==> src/rtl/key_evt_pkg.sv <==
// Shared definitions for the key event controller: event codes, per-key FSM
// states, queue entry layout and the default timing parameters.
package key_evt_pkg;

  localparam int unsigned NUM_KEYS           = 2;
  localparam int unsigned CLK_DIV_DEFAULT    = 50000;
  localparam int unsigned DB_MS_DEFAULT      = 12;
  localparam int unsigned LONG_MS_DEFAULT    = 500;
  localparam int unsigned REPEAT_MS_DEFAULT  = 100;
  localparam int unsigned FIFO_DEPTH_DEFAULT = 4;

  typedef enum logic [1:0] {
    EVT_PRESS   = 2'b00,
    EVT_RELEASE = 2'b01,
    EVT_LONG    = 2'b10,
    EVT_REPEAT  = 2'b11
  } evt_type_t;

  typedef enum logic [1:0] {
    ST_IDLE  = 2'b00,
    ST_PRESS = 2'b01,
    ST_HOLD  = 2'b10
  } key_fsm_t;

  typedef struct packed {
    logic      key;
    evt_type_t typ;
  } evt_t;

endpackage

==> src/rtl/key_evt_fifo.sv <==
// Event queue: power-of-two circular buffer with a valid/ready consumer side.
// A push is accepted while full provided the head is popped in the same cycle.
module key_evt_fifo #(
  parameter int unsigned DEPTH = 4,
  parameter int unsigned WIDTH = 3
) (
  input  logic             clk,
  input  logic             rst,
  input  logic             push,
  input  logic [WIDTH-1:0] push_data,
  output logic             full,
  output logic             valid,
  input  logic             ready,
  output logic [WIDTH-1:0] data
);

  localparam int unsigned AW = (DEPTH > 1) ? $clog2(DEPTH) : 1;

  logic [WIDTH-1:0] mem [DEPTH];
  logic [AW-1:0]    rd_ptr;
  logic [AW-1:0]    wr_ptr;
  logic [AW:0]      count;
  logic             pop;
  logic             wr;

  assign valid = (count != '0);
  assign full  = (count == (AW + 1)'(DEPTH));
  assign pop   = valid & ready;
  assign wr    = push & (~full | pop);
  assign data  = valid ? mem[rd_ptr] : '0;

  always_ff @(posedge clk) begin
    if (wr) begin
      mem[wr_ptr] <= push_data;
    end
  end

  always_ff @(posedge clk) begin
    if (rst) begin
      rd_ptr <= '0;
      wr_ptr <= '0;
      count  <= '0;
    end else begin
      if (wr) begin
        wr_ptr <= wr_ptr + AW'(1);
      end
      if (pop) begin
        rd_ptr <= rd_ptr + AW'(1);
      end
      case ({wr, pop})
        2'b10:   count <= count + (AW + 1)'(1);
        2'b01:   count <= count - (AW + 1)'(1);
        default: count <= count;
      endcase
    end
  end

endmodule

==> src/rtl/key_event_ctrl.sv <==
// Two-key front end: synchronise, debounce on a sample tick, detect
// press/long/repeat/release per key and queue the events for a consumer.
module key_event_ctrl
  import key_evt_pkg::*;
#(
  parameter int unsigned CLK_DIV    = CLK_DIV_DEFAULT,
  parameter int unsigned DB_MS      = DB_MS_DEFAULT,
  parameter int unsigned LONG_MS    = LONG_MS_DEFAULT,
  parameter int unsigned REPEAT_MS  = REPEAT_MS_DEFAULT,
  parameter int unsigned FIFO_DEPTH = FIFO_DEPTH_DEFAULT
) (
  input  logic       Sys_CLK,
  input  logic       Sys_RST,
  input  logic [1:0] Key_In,
  output logic [1:0] Key_State,
  output logic       Evt_Valid,
  input  logic       Evt_Ready,
  output logic       Evt_Key,
  output logic [1:0] Evt_Type,
  output logic       Ovf,
  input  logic       Ovf_Clr
);

  localparam int unsigned TW       = (CLK_DIV > 1) ? $clog2(CLK_DIV) : 1;
  localparam int unsigned HOLD_MAX = (LONG_MS > REPEAT_MS) ? LONG_MS : REPEAT_MS;
  localparam int unsigned HW       = $clog2(HOLD_MAX + 1);

  logic [1:0]       sync1;
  logic [1:0]       sync2;
  logic [TW-1:0]    tcnt;
  logic             tick;
  logic [DB_MS-1:0] hist     [NUM_KEYS];
  logic [DB_MS-1:0] hist_nxt [NUM_KEYS];

  key_fsm_t         st_q     [NUM_KEYS];
  key_fsm_t         st_d     [NUM_KEYS];
  logic [HW-1:0]    hold_q   [NUM_KEYS];
  logic [HW-1:0]    hold_d   [NUM_KEYS];
  logic [NUM_KEYS-1:0] evt_fire;
  evt_type_t        evt_type [NUM_KEYS];

  logic [NUM_KEYS-1:0] pend_v;
  evt_type_t        pend_t   [NUM_KEYS];
  logic [NUM_KEYS-1:0] drop;
  logic             rr;
  logic             grant_v;
  logic             grant_k;
  logic             fifo_full;
  logic             pop;
  evt_t             push_evt;
  evt_t             head_evt;

  assign tick = (tcnt == TW'(CLK_DIV - 1));

  always_comb begin
    for (int unsigned k = 0; k < NUM_KEYS; k++) begin
      hist_nxt[k] = {hist[k][DB_MS-2:0], sync2[k]};
    end
  end

  always_ff @(posedge Sys_CLK) begin
    if (Sys_RST) begin
      sync1     <= '0;
      sync2     <= '0;
      tcnt      <= '0;
      Key_State <= '0;
      for (int unsigned k = 0; k < NUM_KEYS; k++) begin
        hist[k] <= '0;
      end
    end else begin
      sync1 <= Key_In;
      sync2 <= sync1;
      tcnt  <= tick ? '0 : tcnt + TW'(1);
      if (tick) begin
        for (int unsigned k = 0; k < NUM_KEYS; k++) begin
          hist[k] <= hist_nxt[k];
          if (&hist_nxt[k]) begin
            Key_State[k] <= 1'b1;
          end else if (~|hist_nxt[k]) begin
            Key_State[k] <= 1'b0;
          end
        end
      end
    end
  end

  // Level-based edge detection: the FSM itself remembers the last accepted
  // level, so a rise/fall is seen exactly one cycle after Key_State changes.
  always_comb begin
    for (int unsigned k = 0; k < NUM_KEYS; k++) begin
      st_d[k]     = st_q[k];
      hold_d[k]   = hold_q[k];
      evt_fire[k] = 1'b0;
      evt_type[k] = EVT_PRESS;
      case (st_q[k])
        ST_IDLE: begin
          if (Key_State[k]) begin
            st_d[k]     = ST_PRESS;
            hold_d[k]   = '0;
            evt_fire[k] = 1'b1;
            evt_type[k] = EVT_PRESS;
          end
        end
        ST_PRESS, ST_HOLD: begin
          if (!Key_State[k]) begin
            st_d[k]     = ST_IDLE;
            hold_d[k]   = '0;
            evt_fire[k] = 1'b1;
            evt_type[k] = EVT_RELEASE;
          end else if (tick) begin
            if (st_q[k] == ST_PRESS && hold_q[k] == HW'(LONG_MS - 1)) begin
              st_d[k]     = ST_HOLD;
              hold_d[k]   = '0;
              evt_fire[k] = 1'b1;
              evt_type[k] = EVT_LONG;
            end else if (st_q[k] == ST_HOLD && hold_q[k] == HW'(REPEAT_MS - 1)) begin
              hold_d[k]   = '0;
              evt_fire[k] = 1'b1;
              evt_type[k] = EVT_REPEAT;
            end else begin
              hold_d[k] = hold_q[k] + HW'(1);
            end
          end
        end
        default: st_d[k] = ST_IDLE;
      endcase
    end
  end

  always_ff @(posedge Sys_CLK) begin
    for (int unsigned k = 0; k < NUM_KEYS; k++) begin
      if (Sys_RST) begin
        st_q[k]   <= ST_IDLE;
        hold_q[k] <= '0;
      end else begin
        st_q[k]   <= st_d[k];
        hold_q[k] <= hold_d[k];
      end
    end
  end

  assign pop = Evt_Valid & Evt_Ready;

  always_comb begin
    grant_v = 1'b0;
    grant_k = 1'b0;
    if (!fifo_full || pop) begin
      if (pend_v[rr]) begin
        grant_v = 1'b1;
        grant_k = rr;
      end else if (pend_v[~rr]) begin
        grant_v = 1'b1;
        grant_k = ~rr;
      end
    end
    push_evt = '{key: grant_k, typ: pend_t[grant_k]};
    // A slot being granted this cycle is free for a new event.
    for (int unsigned k = 0; k < NUM_KEYS; k++) begin
      drop[k] = evt_fire[k] & pend_v[k] & ~(grant_v & (grant_k == 1'(k)));
    end
  end

  always_ff @(posedge Sys_CLK) begin
    if (Sys_RST) begin
      pend_v <= '0;
      rr     <= 1'b0;
      Ovf    <= 1'b0;
      for (int unsigned k = 0; k < NUM_KEYS; k++) begin
        pend_t[k] <= EVT_PRESS;
      end
    end else begin
      for (int unsigned k = 0; k < NUM_KEYS; k++) begin
        if (evt_fire[k] && !drop[k]) begin
          pend_v[k] <= 1'b1;
          pend_t[k] <= evt_type[k];
        end else if (grant_v && grant_k == 1'(k)) begin
          pend_v[k] <= 1'b0;
        end
      end
      if (grant_v) begin
        rr <= ~grant_k;
      end
      if (|drop) begin
        Ovf <= 1'b1;
      end else if (Ovf_Clr) begin
        Ovf <= 1'b0;
      end
    end
  end

  key_evt_fifo #(
    .DEPTH(FIFO_DEPTH),
    .WIDTH($bits(evt_t))
  ) u_fifo (
    .clk      (Sys_CLK),
    .rst      (Sys_RST),
    .push     (grant_v),
    .push_data(push_evt),
    .full     (fifo_full),
    .valid    (Evt_Valid),
    .ready    (Evt_Ready),
    .data     (head_evt)
  );

  assign Evt_Key  = head_evt.key;
  assign Evt_Type = head_evt.typ;

endmodule

==> config.mk <==
export PLATFORM = sky130hd
export DESIGN_NAME = key_event_ctrl
export DESIGN_NICKNAME = d
export VERILOG_FILES = /design/src/rtl/key_evt_pkg.sv /design/src/rtl/key_evt_fifo.sv /design/src/rtl/key_event_ctrl.sv
export SDC_FILE = /design/constraint.sdc
export NUM_CORES = 1
export LEC_CHECK = 0
export BUFFER_PORTS_ARGS = -buffer_cell sky130_fd_sc_hd__buf_2
export CELL_PAD_IN_SITES_DETAIL_PLACEMENT = 1
export CELL_PAD_IN_SITES_GLOBAL_PLACEMENT = 1
export CORE_ASPECT_RATIO = 1.5
export CORE_MARGIN = 1
export CORE_UTILIZATION = 30
export DETAILED_ROUTE_END_ITERATION = 10
export PLACE_DENSITY = 0.64
export SKIP_LAST_GASP = 1
export SYNTH_ARGS = -nofsm -noshare
export SYNTH_HDL_FRONTEND = slang
export SYNTH_SLANG_ARGS = --single-unit
==> constraint.sdc <==
create_clock -name Sys_CLK -period 6.25 [get_ports Sys_CLK]
set_input_delay 0.3125 -clock Sys_CLK [delete_from_list [all_inputs] [get_ports Sys_CLK]]
set_output_delay 0.3125 -clock Sys_CLK [all_outputs]
set_load 0.01 [all_outputs]
==> flow_summary_export.csv <==
group,metric,value,unit
worst_setup_path,worstPathArrival,2.81,ns
logic_synthesis,avgSynthCellArea,10.28,sq um
worst_setup_path,crit_path_max_incr_delay,0.58,ns
cells_and_area,area_growth,12.40,%
logic_synthesis,synth_top_area_frac,0.2535,
global_routing,grt_max_degree,38,
route,dr.first_iter.drc_count,116,
power,powerDensity,243.0,mW/mm^2
worst_setup_path,startpoint_type,"register",
die,dieHeight,152.0,microns
worst_setup_path,path_cells,"or4b_4 -> o21a_1 -> inv_1 -> ha_1 -> inv_1 -> fa_1 -> xor2_1 -> or3_1 -> a21oi_1",
timing,finalCritPeriodShare,0.4055,
route,routedWlPerCell,14.42,microns
timing,setup_viol,0,
worst_setup_path,cpMostUsedCell,"inv_1",
worst_setup_path,cp_slowest_cell,"or4b_4",
route,ant_nets,0,
route,post-route-drc-count,0,
worst_setup_path,crit_buf_inv,2,
cells_and_area,finalNetCount,471,
power,ir_drop,0.1553,mV
global_routing,grt_pass1_wl,16100,microns
placed_design,gp_congestion,0.7319,
clock_network,cts_tree,"yes",
clock_network,clockBufferDepth,2,
logic_synthesis,yosys.area.top_type,"dfxtp_1",
cells_and_area,final_cells,649,
timing,fin_skew,0.009945,ns
logic_synthesis,yosys.cell_types.count,50,
route,via_count,3174,
route,drt_wl_total,9360,microns
timing,tns,0,ns
clock_network,clock_latency,0.35,ns
placed_design,place_inst,633,
timing,hold_viol,0,
die,start_util,0.3085,
logic_synthesis,async_flop_share,0,
die,core.rowCount,54,
worst_setup_path,critical-path-top-delay-family,"simple AND/OR/NAND/NOR gates",
placed_design,hpwl,6613,microns
clock_network,cts.htree.levels,3,
cells_and_area,drive_gt1_frac,0.1015,
clock_network,ctsHoldBuffers,0,
timing,tightest_slew,1.039,ns
die,core_region_area,0.01459,sq mm
route,drt-pass1-iter-count,4,
power,p_leak,1.718,nW
worst_setup_path,worstPathMaxFanout,8,
logic_synthesis,synthTopCellsByArea,"dfxtp_1 (25%), edfxtp_1 (25%), and2_1 (4.4%)",
clock_network,cts_made_buffers,9,
cells_and_area,n_antenna_cell,0,
die,die_area,0.01551,sq mm
worst_setup_path,crit_type,"reg -> reg",
timing,maxSlewHeadroom,0.3047,
clock_network,clk_root_buffer_cell,"clkbuf_16",
logic_synthesis,synth-seq-cells,95,
die,ioPinCount,13,
logic_synthesis,synth_ff_type,"dfxtp_1",
job,drv_cap,0,
global_routing,grt_pass1_vias,3415,
logic_synthesis,yosysMostFrequentCell,"dfxtp_1",
clock_network,post-cts-setup-buffers,0,
logic_synthesis,syn_inst,438,
logic_synthesis,synth_edf_count,38,
logic_synthesis,syn_nets,461,
global_routing,grt_antenna_before_repair,0,
die,dieWidth,102.0,microns
worst_setup_path,required,6.52,ns
clock_network,post_cts_resized,0,
timing,rsz0062_at_grt,"no",
placed_design,port_buffers,12,
worst_hold_path,hp-class,"in -> reg",
route,via_per_inst,4.891,
logic_synthesis,yosysWarnings,0,
logic_synthesis,yosys-top-cells-count,"dfxtp_1 (57), nor2_1 (49), edfxtp_1 (38)",
logic_synthesis,seq_area_frac_synth,0.5069,
worst_setup_path,end_kind,"register",
run_status,status,"finished, final reports clean",
timing,fin_crit,2.534,ns
global_routing,grt_usage,0.1320,
clock_network,clock_sinks,95,
timing,max_freq,0.3946,GHz
cells_and_area,final_util,0.3467,
clock_network,clkTransAtPathRegs,0.07,ns
timing,drv_slew,0,
logic_synthesis,synth_area,0.004502,sq mm
global_routing,gr-total-overflow,0,
-- final timing paths --
check,slack (ns),cells past startpoint,start,to
max,3.72,9,u_fifo.count[0],u_fifo.count[2]
min,0.17,2,Key_In[1],sync1[1]
max reg2reg,3.72,9,u_fifo.count[0],u_fifo.count[2]
min reg2reg,0.43,1,sync1[0],sync2[0]
-- where the power goes --
part	leakage, nW	internal, mW	switching (mW)
sequential	0.818	0.653	0.00824
clock	0.149	0.283	0.266
combinational	0.751	0.00574	0.0137
-- stage by stage --
stage                     area [sq um]  setup WS, ns  hold WS, ns  power, mW
after global placement            4762         3.751       0.4183     0.6935
final                             5060         3.716       0.1749      1.230
after floorplan                   4502         3.656       0.4138     0.6862
after CTS                         5060         3.698       0.1687      1.249
after detailed placement          4762         3.680       0.4255     0.6955
after global routing              5060         3.600       0.1736      1.280
-- per-layer routing --
| layer | global-route usage | routed length [microns] | up-vias |
|---|---|---|---|
| met2 | 0.2448 | 5115 | 28 |
| li1 | - | - | 1571 |
| met3 | 0.02300 | 178 | 12 |
| met5 | 0 | 0 | - |
| met1 | 0.1397 | 3850 | 1563 |
| met4 | 0.06190 | 214 | 0 |
-- worst reg2reg max path: cells and delay by family (launching register included) --
kind | cells | cell delay [ns]
AOI/OAI and AO/OA | 2 | 0.37
xor gates and xnor gates | 1 | 0.16
adders and majority gates | 2 | 0.55
buffers and inverters | 2 | 0.15
DFF | 1 | 0.35
and+or+nand+nor | 2 | 0.90
-- registers in the layout (all words and copies together) (netlist names), named ones only --
register and cells:
hist 22, Key_State 2, st_q 4, pend_t 4, tcnt 16, u_fifo.rd_ptr 2, sync1 2, rr 1
Ovf 1, pend_v 2, u_fifo.wr_ptr 2, hold_q 18, u_fifo.count 3, sync2 2, u_fifo.mem 12
-- cell usage in the layout (no fill, tap or decap), types with 9 or more instances in the layout --
master / instances
dfxtp_1: 57
nand2_1: 29
nor2b_1: 10
inv_1: 14
clkbuf_16: 9
ha_1: 16
xor2_1: 14
edfxtp_1: 38
nand3_1: 14
a21oi_1: 21
xnor2_1: 21
and2_1: 32
buf_2: 12
nand4_1: 17
nor2_1: 49
-- kinds of logic (layout without fill, tap and decap cells) --
logic type | after synthesis | in the layout | synth area share
mux | 10 | 10 | 0.03168
xor+xnor | 35 | 35 | 0.06809
flops | 95 | 95 | 0.5069
buf+inv | 29 | 44 | 0.02501
fa+ha+maj | 17 | 17 | 0.04892
simple gates | 202 | 202 | 0.2451
compound gates | 50 | 50 | 0.07421
-- area by class of cell --
type / instances / area, sq um
well taps: 196 / 245.2
inverters: 14 / 52.55
clock buffers: 9 / 225.2
clock inverters: 7 / 72.57
multi-input cells: 314 / 2107
repair buffers: 14 / 75.07
fillers: 1700 / 9534
flip-flops and latches: 95 / 2282
Power figures use the tool's default switching activity.
